## src/rtl/mem_port_arbiter.sv

```systemverilog
// Two-port arbiter sharing one fixed-latency memory between the CPU datapath and a DMA engine.
// CPU has priority; DMA wins after STARVE_LIMIT consecutive CPU grants made while it was waiting.
module mem_port_arbiter #(
  parameter int unsigned MEM_LATENCY  = 1,
  parameter int unsigned STARVE_LIMIT = 4
) (
  input  logic        clock,
  input  logic        reset,
  input  logic        cpu_req,
  input  logic        cpu_we,
  input  logic [31:0] cpu_addr,
  input  logic [31:0] cpu_wdata,
  output logic [31:0] cpu_rdata,
  output logic        cpu_ack,
  input  logic        dma_req,
  input  logic        dma_we,
  input  logic [31:0] dma_addr,
  input  logic [31:0] dma_wdata,
  output logic [31:0] dma_rdata,
  output logic        dma_ack,
  output logic        mem_read,
  output logic        mem_write,
  output logic [31:0] mem_addr,
  output logic [31:0] mem_wdata,
  input  logic [31:0] mem_rdata,
  output logic        busy,
  output logic        owner
);

  localparam int unsigned LW = $clog2(MEM_LATENCY + 1);
  localparam int unsigned SW = $clog2(STARVE_LIMIT + 1);
  localparam logic [LW-1:0] LAT_MAX    = LW'(MEM_LATENCY);
  localparam logic [SW-1:0] STARVE_MAX = SW'(STARVE_LIMIT);

  localparam logic [1:0] IDLE   = 2'd0;
  localparam logic [1:0] ACCESS = 2'd1;
  localparam logic [1:0] DONE   = 2'd2;

  logic [1:0]    state_q, state_d;
  logic          owner_q, owner_d;
  logic          we_q, we_d;
  logic [31:0]   addr_q, addr_d;
  logic [31:0]   wdata_q, wdata_d;
  logic [LW-1:0] lat_cnt_q, lat_cnt_d;
  logic [SW-1:0] starve_cnt_q, starve_cnt_d;
  logic [31:0]   cpu_rdata_q, cpu_rdata_d;
  logic [31:0]   dma_rdata_q, dma_rdata_d;

  logic grant_dma;
  logic grant_cpu;

  assign grant_dma = dma_req && (!cpu_req || (starve_cnt_q == STARVE_MAX));
  assign grant_cpu = cpu_req && !grant_dma;

  always_comb begin
    state_d      = state_q;
    owner_d      = owner_q;
    we_d         = we_q;
    addr_d       = addr_q;
    wdata_d      = wdata_q;
    lat_cnt_d    = lat_cnt_q;
    starve_cnt_d = starve_cnt_q;
    cpu_rdata_d  = cpu_rdata_q;
    dma_rdata_d  = dma_rdata_q;
    case (state_q)
      IDLE: begin
        if (grant_dma || grant_cpu) begin
          owner_d   = grant_dma;
          we_d      = grant_dma ? dma_we    : cpu_we;
          addr_d    = grant_dma ? dma_addr  : cpu_addr;
          wdata_d   = grant_dma ? dma_wdata : cpu_wdata;
          lat_cnt_d = LW'(1);
          state_d   = ACCESS;
          // Only CPU grants that bypass a waiting DMA count towards starvation.
          if (grant_cpu && dma_req) begin
            if (starve_cnt_q != STARVE_MAX) starve_cnt_d = starve_cnt_q + 1'b1;
          end else begin
            starve_cnt_d = '0;
          end
        end
      end
      ACCESS: begin
        if (lat_cnt_q == LAT_MAX) begin
          if (!we_q) begin
            if (owner_q) dma_rdata_d = mem_rdata;
            else         cpu_rdata_d = mem_rdata;
          end
          state_d = DONE;
        end else begin
          lat_cnt_d = lat_cnt_q + 1'b1;
        end
      end
      DONE:    state_d = IDLE;
      default: state_d = IDLE;
    endcase
  end

  always_ff @(posedge clock or negedge reset) begin
    if (!reset) begin
      state_q      <= IDLE;
      owner_q      <= 1'b0;
      we_q         <= 1'b0;
      addr_q       <= '0;
      wdata_q      <= '0;
      lat_cnt_q    <= '0;
      starve_cnt_q <= '0;
      cpu_rdata_q  <= '0;
      dma_rdata_q  <= '0;
    end else begin
      state_q      <= state_d;
      owner_q      <= owner_d;
      we_q         <= we_d;
      addr_q       <= addr_d;
      wdata_q      <= wdata_d;
      lat_cnt_q    <= lat_cnt_d;
      starve_cnt_q <= starve_cnt_d;
      cpu_rdata_q  <= cpu_rdata_d;
      dma_rdata_q  <= dma_rdata_d;
    end
  end

  // Strobes decode straight from state so an asynchronous reset drops them at once.
  always_comb begin
    mem_read  = (state_q == ACCESS) && !we_q;
    mem_write = (state_q == ACCESS) && we_q;
    cpu_ack   = (state_q == DONE) && !owner_q;
    dma_ack   = (state_q == DONE) && owner_q;
    busy      = (state_q != IDLE);
  end

  assign mem_addr  = addr_q;
  assign mem_wdata = wdata_q;
  assign cpu_rdata = cpu_rdata_q;
  assign dma_rdata = dma_rdata_q;
  assign owner     = owner_q;

endmodule

```

## config.mk

```make
export PLATFORM = sky130hd
export DESIGN_NAME = mem_port_arbiter
export DESIGN_NICKNAME = d
export VERILOG_FILES = /design/src/rtl/mem_port_arbiter.sv
export SDC_FILE = /design/constraint.sdc
export NUM_CORES = 1
export LEC_CHECK = 0
export BUFFER_PORTS_ARGS = -buffer_cell sky130_fd_sc_hd__buf_2
export CAP_MARGIN = 10
export CORE_MARGIN = 3
export CORE_UTILIZATION = 45
export CTS_CLUSTER_DIAMETER = 50
export DETAILED_ROUTE_END_ITERATION = 10
export PLACE_DENSITY_LB_ADDON = 0.08
export SETUP_SLACK_MARGIN = 0.02
export SLEW_MARGIN = 20
export SYNTH_ARGS = -nofsm -noshare
export SYNTH_HDL_FRONTEND = slang
export SYNTH_SLANG_ARGS = --single-unit
```

## constraint.sdc

```tcl
create_clock -name clock -period 5.2 [get_ports clock]
set_clock_uncertainty 0.1 [all_clocks]
set_input_delay 1.3 -clock clock [delete_from_list [all_inputs] [get_ports clock]]
set_output_delay 1.3 -clock clock [all_outputs]
set_load 0.1 [all_outputs]
```

==> results of run 1 <==
registers in the layout, summed over array words and instances (netlist names):
register	count
state_q	2
cpu_rdata	32
owner	1
starve_cnt_q	3
lat_cnt_q	1
we_q	1
mem_wdata	32
mem_addr	32
dma_rdata	32
stage by stage:
| step | std cells | utilization, % | hold WS (ns) | instance area (µm²) | setup slack, ns |
|---|---|---|---|---|---|
| global placement | 976 | 57.8 | 0.362 | 7690 | 2.14 |
| global route | 1009 | 62.3 | 0.392 | 8280 | 1.79 |
| detailed placement | 976 | 57.8 | 0.371 | 7690 | 2.08 |
| finish | 1011 | 62.3 | 0.379 | 8290 | 1.92 |
| CTS | 1008 | 62.3 | 0.384 | 8280 | 1.90 |
| floorplan | 550 | - | 0.379 | 6150 | 0.674 |
metal layers:
layer | GRT usage, % | vias up | part of all wire (%)
met3 | 6.08 | 32 | 7.8
met5 | 0 | - | 0
met2 | 38.5 | 238 | 50
li1 | - | 2571 | -
met4 | 10.4 | 0 | 2.0
met1 | 28.4 | 2662 | 40
area by class of cell:
type	instances	share of cell area [%]
well taps	176	2.66
multi-input cells	288	27.0
repair buffers	308	18.9
diodes	3	0.0906
inverters	68	3.08
clock buffers	22	5.72
flip-flops and latches	136	41.1
clock inverters	10	1.43
worst max path at each step:
| stage | start | end | slack (ns) | depth (start not counted) |
|---|---|---|---|---|
| global placement | cpu_req | mem_addr[10]$_DFFE_PN0P_ | 2.14 | 5 |
| global route | state_q[0]$_DFFE_PN0P_ | busy | 1.79 | 3 |
| CTS | state_q[0]$_DFFE_PN0P_ | busy | 1.90 | 3 |
| finish | state_q[0]$_DFFE_PN0P_ | busy | 1.92 | 3 |
| floorplan | owner$_DFFE_PN0P_ | cpu_ack | 0.67 | 1 |
| detailed placement | cpu_req | mem_addr[0]$_DFFE_PN0P_ | 2.08 | 5 |
cells in the mapped netlist, drive strengths merged, types with 2 or more instances:
cell type / instances
a21oi: 3
and2: 3
and3b: 2
buf: 17
clkbuf: 41
dfrtp: 136
ha: 2
inv: 68
mux2: 65
nand2: 2
nand3: 66
nand4: 65
nor2: 3
nor3b: 2
o221ai: 65
logic make-up (layout without fill, tap and decap cells):
kind of cell             count (synthesis)  after routing  synth area share (%)
AND/OR/NAND/NOR                        148            148                  13.8
buffers and inverters                  126            408                  8.42
multiplexers                            65             65                  11.9
AO/OA/AOI/OAI                           73             73                  10.2
adder cells (fa/ha/maj)                  2              2                 0.407
flip-flops                             136            136                  55.3
other                                    0              3                     0
critical path: stages (launching register included):
cell     delay [ns]
dfrtp_1        0.45
nor2_4         0.61
inv_1          0.09
buf_2          0.32
==> out/results.tsv, run 1 <==
stage	metric	value	unit
global_route	grtUsageTotal	23.2	%
routing	viasPerCell	5.44	
setup_path	r2r_start	state_q[0]$_DFFE_PN0P_	
setup_path	rrSetupSlack	2.53	ns
clock_network	postCtsSetupBuffers	0	
synth	yosysTopAreaCell	dfrtp_1	
worst_hold_path	hold_depth	1	
routing	avgRoutedWirePerCell	17.7	µm
die	initial_core_util	46.3	%
routing	first_iter_violations	263	
routing	wirelength	17.9	mm
setup_path	worstPathRequired	3.80	ns
timing	relSlewSlack	35.0	%
timing	tightest_slew	0.975	ns
worst_hold_path	hp-class	flop to flop	
setup_path	arrival	1.88	ns
synth	seq_area_frac_synth	55.3	%
worst_hold_path	min_to	cpu_rdata[26]$_DFFE_PN0P_	
status	status	finished clean	
placement	gp_congestion	0.805	
die	chipHeight	123	µm
timing	period_needed	3.28	ns
routing	drc	0	
global_route	grt_pass1_vias	5444	
clock_network	clock_path_buffers	2	
timing	drv_slew	0	
setup_path	worstPathMaxFanout	34	
die	rows	42	
cells_and_area	seq_area	3400	µm²
setup_path	rr_worst_depth	4	
synth	syn_area	6150	µm²
cells_and_area	layout_common_cells	buf_2, dfrtp_1, inv_1	
setup_path	start_kind	flop	
timing	final.setup.tns	0	ns
synth	syn-num-nets	718	
clock_network	clock_latency	0.40	ns
worst_hold_path	hp-start	cpu_rdata[26]$_DFFE_PN0P_	
setup_path	reg2reg_to	mem_wdata[17]$_DFFE_PN0P_	
synth	synth-edff-count	0	
cells_and_area	final_common_cell	buf_2	
die	core-area	13300	µm²
timing	finalSetupViolations	0	
synth	syn_avg_cell_area	11.2	µm²
clock_network	htree_levels	4	
cells_and_area	multi_input_area	2240	µm²
flow_run	maxCapViolCount	0	
die	ioPinCount	300	
timing	hold_viol_final	0	
routing	antenna_left	0	
clock_network	hold_buffers	0	
synth	synthTopCellsByArea	dfrtp_1, mux2_1, o221ai_1	
clock_network	cts_tree	built	
routing	vias	5503	
clock_network	root_buffer	clkbuf_16	
global_route	grt_pass1_wl	27.3	mm
global_route	grt_antenna_before_repair	1	
synth	synth_top_cell_area_share	55.3	%
cells_and_area	nets	987	
placement	dp_hpwl	12.3	mm
clock_network	cts_inserted_buffers	17	
die	dieWidth	123	µm
setup_path	worst_setup_path_end_kind	primary output	
cells_and_area	area_growth	34.7	%
global_route	gr-total-overflow	0	
global_route	grt_max_degree	110	
die	dieArea	15100	µm²
synth	yosysWarnings	0	
synth	synth.distinct_cells	31	
clock_network	clock_sinks	136	
synth	syn_inst	550	
cells_and_area	drive_gt1_share	41.8	%
timing	fin_crit_sh	63.1	%
timing	rsz0062_at_grt	false	
placement	port_buffers	299	
cells_and_area	nFillCells	1106	
synth	ys_ff_latch	136	
clock_network	clk_pin_slew	0.06	ns
synth	async_flop_share	100	%
clock_network	postCtsResizedCells	0	
routing	drtPass1Iterations	5	
timing	max_freq	0.305	GHz
synth	synth_top_flop_cell	dfrtp_1	
setup_path	worstSetupPathType	flop to primary output	
Power of run 1 is left out: the tool's default activity adds up to more than one toggle a clock period on the data nets, which glitch-free logic cannot reach.
==> run 2, diff against run 1 <==
CORE_UTILIZATION = 42   (was 45)
clock period = 2.9 ns   (was 5.2 ns; I/O delays follow)
==> out/results.tsv, run 2 (synthesis gave the netlist of run 1 again) <==
stage	metric	value	unit
status	status	finished clean	
cells_and_area	nets	992	
setup_path	worstPathCellList	nor3b_2, buf_2	
placement	dp_hpwl	13.1	mm
routing	wirelength	18.4	mm
setup_path	slowest_stage	dfrtp_1	
cells_and_area	nFillCells	1222	
clock_network	cts_inserted_buffers	17	
timing	fin_crit_sh	86.7	%
die	dieWidth	127	µm
routing	viasPerCell	5.49	
setup_path	r2r_start	starve_cnt_q[0]$_DFFE_PN0P_	
global_route	grtUsageTotal	22.8	%
timing	relSlewSlack	51.6	%
worst_hold_path	hp-class	input pin to async pin	
clock_network	htree_levels	4	
clock_network	cts_tree	built	
cells_and_area	final_common_cell	buf_2	
clock_network	root_buffer	clkbuf_16	
clock_network	postCtsSetupBuffers	0	
cells_and_area	multi_input_area	2250	µm²
setup_path	crit_family	flip-flops	
global_route	grt_pass1_wl	29.3	mm
timing	drv_slew	0	
global_route	grt_pass1_vias	5722	
timing	finalSetupViolations	0	
flow_run	maxCapViolCount	0	
setup_path	worstSetupPathType	flop to primary output	
placement	gp_congestion	0.807	
cells_and_area	insertedDiodeCount	0	
global_route	grt_antenna_before_repair	0	
timing	rsz0062_at_grt	false	
setup_path	rrSetupSlack	0.71	ns
die	ioPinCount	300	
die	core-area	14100	µm²
routing	drc	0	
timing	tightest_slew	0.726	ns
die	initial_core_util	43.7	%
cells_and_area	drive_gt1_share	42.4	%
die	chipHeight	127	µm
clock_network	clock_sinks	136	
die	dieArea	16100	µm²
setup_path	path_buf_inv	1	
placement	port_buffers	299	
cells_and_area	seq_area	3400	µm²
clock_network	hold_buffers	0	
timing	max_freq	0.398	GHz
setup_path	worst_setup_path_end_kind	primary output	
timing	whs	0.135	ns
setup_path	worstPathMaxFanout	7	
timing	final.setup.tns	0	ns
routing	antenna_left	0	
global_route	gr-total-overflow	0	
timing	period_needed	2.52	ns
die	rows	43	
setup_path	start_kind	flop	
clock_network	postCtsResizedCells	0	
routing	avgRoutedWirePerCell	18.1	µm
setup_path	startpoint	state_q[0]$_DFFE_PN0P_	
clock_network	clock_latency	0.40	ns
routing	first_iter_violations	364	
setup_path	slowest_delay	0.51	ns
global_route	grt_max_degree	79	
cells_and_area	area_growth	37.0	%
clock_network	clk_pin_slew	0.06	ns
cells_and_area	layout_common_cells	buf_2, dfrtp_1, inv_1	
routing	vias	5579	
timing	hold_viol_final	0	
setup_path	arrival	1.69	ns
clock_network	clock_path_buffers	2	
routing	drtPass1Iterations	5	
setup_path	worstPathRequired	2.08	ns
-- run 2: path summary, 6_finish.rpt --
kind,end,cells past startpoint
min in group clock,cpu_rdata[19]$_DFFE_PN0P_,1
setup / recovery,mem_read,2
max in group asynchronous,cpu_rdata[1]$_DFFE_PN0P_,2
setup reg to reg,mem_addr[17]$_DFFE_PN0P_,6
hold reg to reg,cpu_rdata[19]$_DFFE_PN0P_,1
hold / removal,dma_rdata[20]$_DFFE_PN0P_,1
-- run 2: per-layer routing --
layer	track usage, %	wire length (µm)
met5	0	0
met3	6.10	1440
met4	8.58	418
met2	38.8	9350
met1	27.9	7160
-- run 2: cell type report --
cell class / count / share of cell area, %
multi-input combinational: 288 / 26.7
inverter: 68 / 3.03
clock inverter: 12 / 2.61
tap: 180 / 2.67
timing repair buffer: 313 / 19.2
clock buffer: 20 / 5.42
sequential: 136 / 40.4
-- run 2: per-stage QoR --
| step | worst slack [ns] | area [µm²] | utilization (%) | std cells |
|---|---|---|---|---|
| floorplan | 0.00827 | 6160 | - | 550 |
| global placement | 0.544 | 7750 | 55.0 | 985 |
| detailed placement | 0.488 | 7750 | 55.0 | 985 |
| CTS | 0.363 | 8430 | 59.8 | 1017 |
| global route | 0.291 | 8430 | 59.8 | 1017 |
| finish | 0.384 | 8430 | 59.8 | 1017 |
Power of run 2 is left out for the same reason.
==> run 3, diff against run 2 <==
CORE_UTILIZATION = 45   (was 42)
clock period = 2.5 ns   (was 2.9 ns; I/O delays follow)
==> out/results.tsv, run 3 (synthesis gave the netlist of run 1 again) <==
stage	metric	value	unit
status	status	finished clean	
die	initial_core_util	46.3	%
routing	first_iter_violations	282	
timing	whs	0.0188	ns
placement	pre_cts_ws	0.336	ns
placement	gp_congestion	0.803	
routing	avgRoutedWirePerCell	17.8	µm
clock_network	clk_pin_slew	0.06	ns
timing	period_needed	2.37	ns
cells_and_area	finish.utilization	63.1	%
timing	hold_viol_final	0	
clock_network	clock_latency	0.40	ns
clock_network	postCtsSetupBuffers	0	
setup_path	worstPathRequired	1.77	ns
timing	relSlewSlack	45.9	%
routing	vias	5631	
timing	fin_crit_sh	94.6	%
global_route	grt_pass1_vias	5590	
die	dieArea	15100	µm²
global_route	grt_pass1_wl	27.6	mm
die	chipHeight	123	µm
cells_and_area	layout_common_cells	buf_2, dfrtp_1, inv_1	
setup_path	slowest_delay	0.48	ns
setup_path	worstSetupPathType	flop to primary output	
global_route	busiest_layer	met2	
setup_path	slowest_stage	dfrtp_1	
setup_path	r2r_start	state_q[1]$_DFFE_PN0P_	
clock_network	htree_levels	4	
setup_path	rrSetupSlack	0.49	ns
cells_and_area	final_common_cell	buf_2	
cells_and_area	area_growth	36.3	%
global_route	grtUsageTotal	23.4	%
timing	tightest_slew	0.811	ns
clock_network	hold_buffers	0	
setup_path	worstSetupEndpoint	mem_write	
clock_network	cts_tree	built	
die	rows	42	
timing	finalSetupViolations	0	
setup_path	rr_worst_depth	4	
setup_path	crit_family	flip-flops	
routing	drtPass1Iterations	4	
timing	timing.final.ws_setup	0.134	ns
cells_and_area	nets	993	
routing	wirelength	18.1	mm
routing	antenna_left	0	
setup_path	startpoint	state_q[1]$_DFFE_PN0P_	
setup_path	worst_setup_path_end_kind	primary output	
worst_hold_path	hp-class	input pin to async pin	
clock_network	clock_sinks	136	
placement	dp_hpwl	12.6	mm
timing	rsz0062_at_grt	false	
global_route	gr-total-overflow	0	
clock_network	postCtsResizedCells	0	
clock_network	cts_inserted_buffers	17	
die	core-area	13300	µm²
timing	drv_slew	0	
timing	max_freq	0.423	GHz
global_route	use_met3	5.95	%
flow_run	maxCapViolCount	0	
setup_path	reg2reg_to	mem_addr[5]$_DFFE_PN0P_	
setup_path	arrival	1.64	ns
clock_network	root_buffer	clkbuf_16	
die	ioPinCount	300	
setup_path	path_buf_inv	1	
cells_and_area	insertedDiodeCount	0	
setup_path	start_kind	flop	
clock_network	clock_path_buffers	2	
placement	port_buffers	299	
routing	drc	0	
global_route	grt.met1_usage	28.5	%
global_route	grt_antenna_before_repair	1	
setup_path	worstPathCellList	nand2b_1, nor2_2, buf_2	
die	dieWidth	123	µm
global_route	grtUsageMet2	39.9	%
setup_path	path_depth	3	
global_route	grt_max_degree	85	
cells_and_area	drive_gt1_share	42.8	%
routing	viasPerCell	5.55	
setup_path	worstPathMaxFanout	7	
timing	final.setup.tns	0	ns
[run 3: changes by cell type in the layout (fill, tap and decap cells not counted), moves of 2 or more]
cell / before / now
bufinv_16: 6 / 2
buf_12: 1 / 5
clkbuf_8: 2 / 0
buf_4: 13 / 10
clkinvlp_4: 1 / 5
[run 3: how the worst min path moves through the flow]
stage                     slack (ns)                   endpoint  cells past startpoint
after CTS                       0.02  cpu_rdata[23]$_DFFE_PN0P_                      1
after global placement          0.36   cpu_rdata[3]$_DFFE_PN0P_                      1
after global routing            0.02  cpu_rdata[23]$_DFFE_PN0P_                      1
after floorplan                 0.23   cpu_rdata[0]$_DFFE_PN0P_                      0
final                           0.02  cpu_rdata[23]$_DFFE_PN0P_                      1
after detailed placement        0.37  cpu_rdata[18]$_DFFE_PN0P_                      1
[run 3: cell type report]
type / count / area [µm²]
Inverter: 68 / 255
Fill cell: 1148 / 4910
Multi-Input combinational cell: 288 / 2250
Sequential cell: 136 / 3400
Clock buffer: 17 / 425
Tap cell: 176 / 220
Clock inverter: 15 / 153
Timing Repair Buffer: 314 / 1680
[run 3: per-stage QoR]
step / area, µm² / cells
2_1_floorplan: 6170 / 550
3_3_place_gp: 7810 / 982
3_5_place_dp: 7810 / 982
4_1_cts: 8390 / 1014
5_1_grt: 8390 / 1014
6_report: 8390 / 1014
[run 3: per-layer routing]
metal | part of all wire, % | vias to the layer above
met5 | 0.072 | -
met4 | 2.5 | 2
met3 | 7.8 | 39
met2 | 51 | 243
met1 | 38 | 2754
li1 | - | 2593
[run 3: worst register-to-register path: cells and delay by family (launching register included)]
kind                   cells  cell delay, ns
AO/OA/AOI/OAI              1            0.15
buffers and inverters      1            0.37
flip-flops                 1            0.48
AND/OR/NAND/NOR            2            0.78
Power of run 3 is left out for the same reason.
